==> src/rtl/adder_pipe_pkg.sv <==
// Shared constants and types for the 64-bit adder pipeline and its result sink.
package adder_pipe_pkg;
    localparam int DATA_WIDTH     = 64;
    localparam int RESULT_W       = DATA_WIDTH + 1;
    localparam int RES_FIFO_DEPTH = 8;

    typedef logic [RESULT_W-1:0] result_t;
endpackage

==> src/rtl/result_fifo_mem.sv <==
// Result FIFO storage: one write port, one asynchronous read port, no reset.
module result_fifo_mem #(
    parameter int DEPTH = 8,
    parameter int W     = 65,
    parameter int PTR_W = $clog2(DEPTH)
) (
    input  logic             clk,
    input  logic             we,
    input  logic [PTR_W-1:0] wr_addr,
    input  logic [W-1:0]     wr_data,
    input  logic [PTR_W-1:0] rd_addr,
    output logic [W-1:0]     rd_data
);
    logic [DEPTH-1:0][W-1:0] mem;

    always_ff @(posedge clk) begin
        if (we) mem[wr_addr] <= wr_data;
    end

    assign rd_data = mem[rd_addr];
endmodule

==> src/rtl/adder_result_buffer.sv <==
// Result sink for the pipelined adder: 8-deep FIFO with valid/ready output,
// in-flight tracking and an issue credit for the non-backpressurable adder.
module adder_result_buffer #(
    parameter int DATA_WIDTH = adder_pipe_pkg::DATA_WIDTH,
    parameter int DEPTH      = adder_pipe_pkg::RES_FIFO_DEPTH,
    parameter int CNT_W      = $clog2(DEPTH + 1)
) (
    input  logic                  clk,
    input  logic                  rst_n,
    input  logic                  issue,
    input  logic                  in_valid,
    input  logic [DATA_WIDTH:0]   in_data,
    output logic                  out_valid,
    input  logic                  out_ready,
    output logic [DATA_WIDTH:0]   out_data,
    output logic                  issue_ok,
    output logic [CNT_W-1:0]      count,
    output logic                  ovf,
    output logic                  err_inflight,
    input  logic                  clr_err
);
    localparam int               PTR_W    = $clog2(DEPTH);
    localparam logic [CNT_W-1:0] FULL     = CNT_W'(DEPTH);
    localparam logic [CNT_W-1:0] INFL_MAX = '1;

    logic [PTR_W-1:0]  wr_ptr, rd_ptr;
    logic [CNT_W-1:0]  inflight;
    logic [DATA_WIDTH:0] rd_data;
    logic              push, pop, full, ovf_set, err_set;

    assign full      = (count == FULL);
    assign out_valid = (count != '0);
    assign pop       = out_valid && out_ready;
    // A full FIFO still accepts a write when the head leaves in the same cycle.
    assign push      = in_valid && (!full || pop);
    assign ovf_set   = in_valid && !push;
    assign err_set   = (in_valid && inflight == '0) || (issue && inflight == INFL_MAX);
    assign issue_ok  = ({1'b0, count} + {1'b0, inflight}) < (CNT_W+1)'(DEPTH);
    assign out_data  = out_valid ? rd_data : '0;

    result_fifo_mem #(
        .DEPTH (DEPTH),
        .W     (DATA_WIDTH + 1),
        .PTR_W (PTR_W)
    ) u_mem (
        .clk     (clk),
        .we      (push),
        .wr_addr (wr_ptr),
        .wr_data (in_data),
        .rd_addr (rd_ptr),
        .rd_data (rd_data)
    );

    always_ff @(posedge clk or negedge rst_n) begin
        if (!rst_n) begin
            wr_ptr       <= '0;
            rd_ptr       <= '0;
            count        <= '0;
            inflight     <= '0;
            ovf          <= 1'b0;
            err_inflight <= 1'b0;
        end else begin
            if (push) wr_ptr <= wr_ptr + 1'b1;
            if (pop)  rd_ptr <= rd_ptr + 1'b1;
            case ({push, pop})
                2'b10:   count <= count + 1'b1;
                2'b01:   count <= count - 1'b1;
                default: count <= count;
            endcase
            // Saturating at both ends; the limit hit is reported via err_set.
            if (issue && !in_valid && inflight != INFL_MAX)
                inflight <= inflight + 1'b1;
            else if (in_valid && !issue && inflight != '0)
                inflight <= inflight - 1'b1;
            ovf          <= ovf_set | (ovf & ~clr_err);
            err_inflight <= err_set | (err_inflight & ~clr_err);
        end
    end
endmodule

==> config.mk <==
export PLATFORM = sky130hd
export DESIGN_NAME = adder_result_buffer
export DESIGN_NICKNAME = d
export VERILOG_FILES = /design/src/rtl/adder_pipe_pkg.sv /design/src/rtl/result_fifo_mem.sv /design/src/rtl/adder_result_buffer.sv
export SDC_FILE = /design/constraint.sdc
export NUM_CORES = 1
export LEC_CHECK = 0
export ABC_CLOCK_PERIOD_IN_PS = 6200
export BUFFER_PORTS_ARGS = -buffer_cell sky130_fd_sc_hd__buf_2
export CORE_MARGIN = 1
export CORE_UTILIZATION = 54
export DETAILED_ROUTE_END_ITERATION = 8
export PLACE_DENSITY = 0.76
export SYNTH_ARGS = -nofsm -noshare
export SYNTH_HDL_FRONTEND = slang
export SYNTH_HIERARCHICAL = 1
export SYNTH_SLANG_ARGS = --single-unit
==> constraint.sdc <==
create_clock -name clk -period 6.2 [get_ports clk]
set_input_delay 0 -clock clk [delete_from_list [all_inputs] [get_ports clk]]
set_output_delay 0 -clock clk [all_outputs]
set_load 0.01 [all_outputs]
== Word level (Yosys, flattened, before mapping) ==
Cells that the tools add are included.

* Flip-flop bits (word level): 536
* Bits of input ports: 71
* Output and inout bits: 73

* Bitwise logic cells: 5
* Equality and inequality tests: 5
* $add $sub $neg: 7
* Reductions and logical operators: 21
* Mux-type cells: 9
* Order comparisons: 4

{| class="wikitable"
|+ Operators by type and width
! cell !! count
|-
| bitwise mux 520 bit || 1
|-
| binary-select mux 65 bit (select 3 bit) || 1
|-
| demux 65 bit (select 3 bit) || 1
|-
| two-way mux 65 bit || 3
|-
| logical AND 1 bit || 10
|-
| adder 4 x 1 -> 4 bit, second input constant || 2
|-
| == test 4 bit, second input constant || 2
|-
| less-than comparator 3 x 4 -> 1 bit, second input constant || 2
|-
| two-way mux 4 bit || 2
|-
| case mux 4 bit (2 select lines) || 1
|-
| nonzero test 4 bit || 2
|-
| subtractor 4 x 1 -> 4 bit, second input constant || 2
|-
| adder 3 x 1 -> 3 bit, second input constant || 2
|-
| adder 4 x 4 -> 5 bit || 1
|-
| less-than comparator 5 x 4 -> 1 bit, second input constant || 1
|-
| zero test 1 bit || 4
|-
| zero test 4 bit || 1
|-
| inequality test 4 bit, second input constant || 1
|-
| nonzero test 2 bit || 2
|-
| >= comparator 3 x 1 -> 1 bit, second input constant || 1
|-
| bitwise AND 1 bit || 2
|-
| == test 2 x 1 -> 1 bit, second input constant || 1
|-
| == test 2 bit, second input constant || 1
|-
| logical OR 1 bit || 2
|-
| 2 further kinds || 3
|}

== Depth between registers and ports, before layout ==
* Depth after elaboration: 7
* Depth in mapped cells: 9

== Cells and area by module ==
Netlist, hierarchy kept.

{| class="wikitable"
|+ By module, submodules not included
! module !! cells each !! times used !! seq. area each (µm²) !! area an instance (µm²)
|-
| result_fifo_mem || 764 || 1 || 15,615.0 || 19,556.3
|-
| adder_result_buffer || 156 || 1 || 400.4 || 1,446.4
|}

== Worst setup path after synthesis ==
OpenSTA, ideal clock, no wires.

* Kind: reg2reg
* Start: register count[3]
* End: register u_mem/mem[130] in the netlist's numbering, enable pin
* Slack: 221 ps
* Required time: 5,632 ps
* Period minus slack after synthesis: 5,979 ps
* Data arrival time: 5,411 ps
* Stages on the path, launching flop included: 5
* Library setup time: 568 ps
* Buffers on the path: 0
* Cell sequence: dfrtp_1 > nor2b_1 > a21boi_2 > nand2_1 > nor3_1

* Longest elaborated chain between the ends: 4
* Elaborated cells on any way between the ends: 6
* Classes of those cells: eq/ne: 1; reduce/logical: 5

{| class="wikitable"
|+ Ends and longest elaborated chain
! element !! RTL line !! source
|-
| start: declaration || adder_result_buffer.sv:17 || <nowiki>output logic [CNT_W-1:0] count,</nowiki>
|-
| start signal: assignment || adder_result_buffer.sv:66 || <nowiki>2'b10: count <= count + 1'b1;</nowiki>
|-
| start signal: assignment || adder_result_buffer.sv:67 || <nowiki>2'b01: count <= count - 1'b1;</nowiki>
|-
| start signal: assignment || adder_result_buffer.sv:68 || <nowiki>default: count <= count;</nowiki>
|-
| == test 4 bit or nonzero test 4 bit (tied branches) || adder_result_buffer.sv:31, adder_result_buffer.sv:32 ||
|-
| zero test 1 bit or logical AND 1 bit (tied branches) || adder_result_buffer.sv:35, adder_result_buffer.sv:33 ||
|-
| logical OR 1 bit (*) || adder_result_buffer.sv:35 || <nowiki>assign push = in_valid && (!full || pop);</nowiki>
|-
| logical AND 1 bit (*) || adder_result_buffer.sv:35 ||
|-
| via push || adder_result_buffer.sv:29 || <nowiki>logic push, pop, full, ovf_set, err_set;</nowiki>
|-
| end signal: indexed assignment || result_fifo_mem.sv:17 || <nowiki>if (we) mem[wr_addr] <= wr_data;</nowiki>
|-
| end: declaration || result_fifo_mem.sv:14 || <nowiki>logic [DEPTH-1:0][W-1:0] mem;</nowiki>
|}

Mark *: on every way through the listed nets, which the timed path passes. The rest lies on a longest branch.
A chain may end at the register's enable or synchronous reset.

== Worst setup path in the final report ==
* Start: register rd_ptr[0]
* End: output port out_data[47]

* Longest elaborated chain between the ends: 3

{| class="wikitable"
|+ Ends and longest elaborated chain
! element !! RTL line !! source
|-
| start: declaration || adder_result_buffer.sv:26 || <nowiki>logic [PTR_W-1:0] wr_ptr, rd_ptr;</nowiki>
|-
| start signal: assignment || adder_result_buffer.sv:64 || <nowiki>if (pop) rd_ptr <= rd_ptr + 1'b1;</nowiki>
|-
| binary-select mux 65 bit (select 3 bit) || result_fifo_mem.sv:20 || <nowiki>assign rd_data = mem[rd_addr];</nowiki>
|-
| two-way mux 65 bit (not written as such) || result_fifo_mem.sv:20 ||
|-
| via rd_data[47] || adder_result_buffer.sv:28 || <nowiki>logic [DATA_WIDTH:0] rd_data;</nowiki>
|-
| two-way mux 65 bit || adder_result_buffer.sv:39 || <nowiki>assign out_data = out_valid ? rd_data : '0;</nowiki>
|-
| end: declaration || adder_result_buffer.sv:15 || <nowiki>output logic [DATA_WIDTH:0] out_data,</nowiki>
|}

The timed path passes the listed nets, and every way through them passes these cells. The select of a mux whose other input is x is not followed.

==> results.py <==
metrics = {
    "sta": {
        "fmax_ghz": 0.2948,
        "setup_violations": 0,
        "fin_crit_ns": 3.392,
        "slew_viol_final": 0,
        "hold_viol": 0,
        "skew_ns": 0.01148,
        "finalSetupTns_ns": 0,
        "relSlewSlack_pct": 23.78,
        "period_share_pct": 54.72,
        "rsz0062_at_grt": "false",
        "worst_slew_pin_slew_ns": 1.141,
    },
    "floorplan": {
        "coreArea_um2": 37930,
        "die_w_um": 199.2,
        "start_util_pct": 55.37,
        "die-area_um2": 39690,
        "fp.dieH_um": 199.2,
        "num_rows": 71,
        "io_pins": 144,
    },
    "synthesis": {
        "ys_types": 46,
        "synth_flop_cell": "edfxtp_1",
        "yosys-top-cells-area": "edfxtp_1 74%, mux4_2 14%, mux2_2 3.5%",
        "synthesis.nets": 1002,
        "synthArstFlopShare_pct": 2.985,
        "netlist_instances": 920,
        "synth-seq-cells": 536,
        "synth_top_area_share_pct": 74.35,
        "seq_area_frac_synth_pct": 76.25,
        "postSynthAreaPerCell_um2": 22.83,
        "synth_area_leader_cell": "edfxtp_1",
        "syn-cell-area_um2": 21000,
        "yosys-top-cells-count": "520 x edfxtp_1, 130 x mux4_2, 66 x mux2_2, 65 x and2_1, 18 x clkbuf_1",
        "synth_edf_count": 520,
        "synth.most_common_cell": "edfxtp_1",
        "ys_warn_count": 6,
    },
    "cts": {
        "root_buffer": "clkbuf_16",
        "cts_sinks": 536,
        "cts.path.max_buffers": 3,
        "cts_resized": 0,
        "clk_pin_slew_worst_paths_ns": 0.07,
        "htreeDepth": 2,
        "cts_tree": "yes",
        "cts_made_buffers": 52,
        "clock_latency_ns": 0.56,
    },
    "drt": {
        "remaining_drc_errors": 0,
        "routed-wl-met2_mm": 19.56,
        "num_vias": 9786,
        "viasPerCell": 5.703,
        "antenna_left": 0,
        "dr.pass1.iters": 5,
        "wl_per_cell_um": 23.26,
        "wl_met3_mm": 2.120,
        "drtIter0Drc": 688,
        "drt_wl_total_mm": 39.92,
        "routed.top_layer": "met5",
        "wl_met1_mm": 17.35,
    },
    "grt": {
        "antenna_found_initial": 5,
        "overflow": 0,
        "track_usage_pct": 20.89,
        "grt_pass1_vias": 10281,
        "grt_pass1_wl_mm": 61.13,
        "grt_max_degree": 104,
    },
    "setup_path": {
        "critPathKind": "flop to output port",
        "cp_slowest_stage_delay_ns": 0.82,
        "arrival_ns": 3.39,
        "crit_fanout": 103,
        "cp-end-kind": "output port",
        "critical_path.slowest_cell": "dfrtp_4",
        "required_ns": 6.20,
        "critPathLaunchType": "flop",
        "crit_path_cell_trace": "buf_12 > mux4_2 > mux2_2 > and2_1 > buf_2",
    },
    "power_and_ir_drop": {
        "irDropWorstVdd_uv": 349.8,
        "p_leak_uw": 0.008245,
        "total_power_uw": 11690,
        "powerDensity_nw_per_um2": 472.5,
    },
    "layout": {
        "fillers": 2412,
        "fin_nets": 1241,
        "finish.instance_area_um2": 24750,
        "syn2layout_area_growth_pct": 17.82,
        "regArea_um2": 16030,
        "multi_input_area_um2": 4765,
        "drive_above_1_share_pct": 37.97,
        "fin_cells": 1716,
    },
    "min_path": {
        "min_path_type": "primary input to flop",
    },
    "flow_run": {
        "maxCapViolCount": 0,
    },
    "run_status": {
        "status": "finished, final reports clean",
    },
    "placed_design": {
        "place_area_um2": 22280,
        "place.gp.congestion": 0.7639,
        "place_inst": 1543,
        "portBuffers": 143,
        "dp.final_hpwl_mm": 20.89,
    },
}
area by class of cell:
| cell class | count | area share [%] |
|---|---|---|
| Multi-Input combinational cell | 335 | 19.25 |
| Sequential cell | 536 | 64.77 |
| Tap cell | 511 | 2.584 |
| Clock inverter | 34 | 1.396 |
| Inverter | 4 | 0.06068 |
| Timing Repair Buffer | 230 | 6.320 |
| Clock buffer | 62 | 5.577 |
| Antenna cell | 4 | 0.04045 |
cells in the final DEF, fill, tap and decap left out, types with 6 or more instances in the layout:
| master | instances |
|---|---|
| dfrtp_1 | 13 |
| bufinv_16 | 7 |
| clkbuf_16 | 53 |
| and2_1 | 65 |
| mux2_2 | 66 |
| edfxtp_1 | 520 |
| clkinv_2 | 16 |
| nor2_4 | 6 |
| clkbuf_1 | 7 |
| dlygate4sd3_1 | 73 |
| buf_2 | 143 |
| clkinv_1 | 8 |
| buf_4 | 13 |
| mux4_2 | 130 |
| nand2_1 | 6 |
| ha_1 | 9 |
state kept, by name (all words and copies together), names as in the netlist:
signal        cells
ovf               1
u_mem/mem       520
err_inflight      1
inflight          4
rd_ptr            3
count             4
wr_ptr            3
per-stage QoR:
stage	setup slack, ns	utilization [%]	hold slack (ns)
4_1_cts	2.684	65.21	0.2215
2_1_floorplan	0.2207	-	-0.2956
3_3_place_gp	3.098	58.73	-0.06344
6_report	2.808	65.23	0.2454
5_1_grt	2.583	65.22	0.2415
3_5_place_dp	2.930	58.73	-0.05910
timing repair:
action | 4_1_cts | 5_1_grt
setup buffers | 0 | 0
endpoints found under the hold margin | 547 | 0
hold buffers | 73 | 0
per-layer routing:
| metal | up-vias | track usage, % |
|---|---|---|
| li1 | 4300 | - |
| met1 | 5113 | 29.74 |
| met2 | 303 | 33.86 |
| met3 | 68 | 3.342 |
| met4 | 2 | 5.926 |
| met5 | - | 0 |
critical path, delay by kind of cell, from the launching register on:
| family | cells | cell delay (ns) |
|---|---|---|
| buffers and inverters | 2 | 0.81 |
| flip-flops | 1 | 0.82 |
| multiplexers | 2 | 0.91 |
| AND/OR/NAND/NOR | 1 | 0.14 |
final timing paths:
| check | startpoint | slack (ns) | to | cells past startpoint |
|---|---|---|---|---|
| max | rd_ptr[0] | 2.81 | out_data[47] | 5 |
| min | in_data[21] | 0.25 | u_mem/mem[151] | 2 |
| max reg2reg | count[3] | 2.95 | u_mem/mem[215] | 5 |
| min reg2reg | inflight[3] | 0.53 | inflight[3] | 1 |
| max in group asynchronous | rst_n | 5.06 | rd_ptr[2] | 3 |
| min in group asynchronous | rst_n | 0.58 | count[1] | 3 |
cell families (layout without fill, tap and decap cells):
| logic type | count (synthesis) | in the layout | synth area share (%) |
|---|---|---|---|
| AO/OA/AOI/OAI | 15 | 15 | 0.6911 |
| XOR/XNOR | 10 | 10 | 0.4170 |
| adder cells (fa/ha/maj) | 11 | 11 | 0.7268 |
| buffers and inverters | 49 | 330 | 1.334 |
| flip-flops | 536 | 536 | 76.25 |
| multiplexers | 202 | 202 | 17.81 |
| other | 0 | 4 | 0 |
| AND/OR/NAND/NOR | 97 | 97 | 2.770 |
power by group:
group,leakage [µW],internal [µW],switching [µW]
clock network,0.000859,1880,1280
registers,0.00491,4570,360
logic,0.00247,1860,1750
Note: power is estimated with default switching activity, not from simulation.
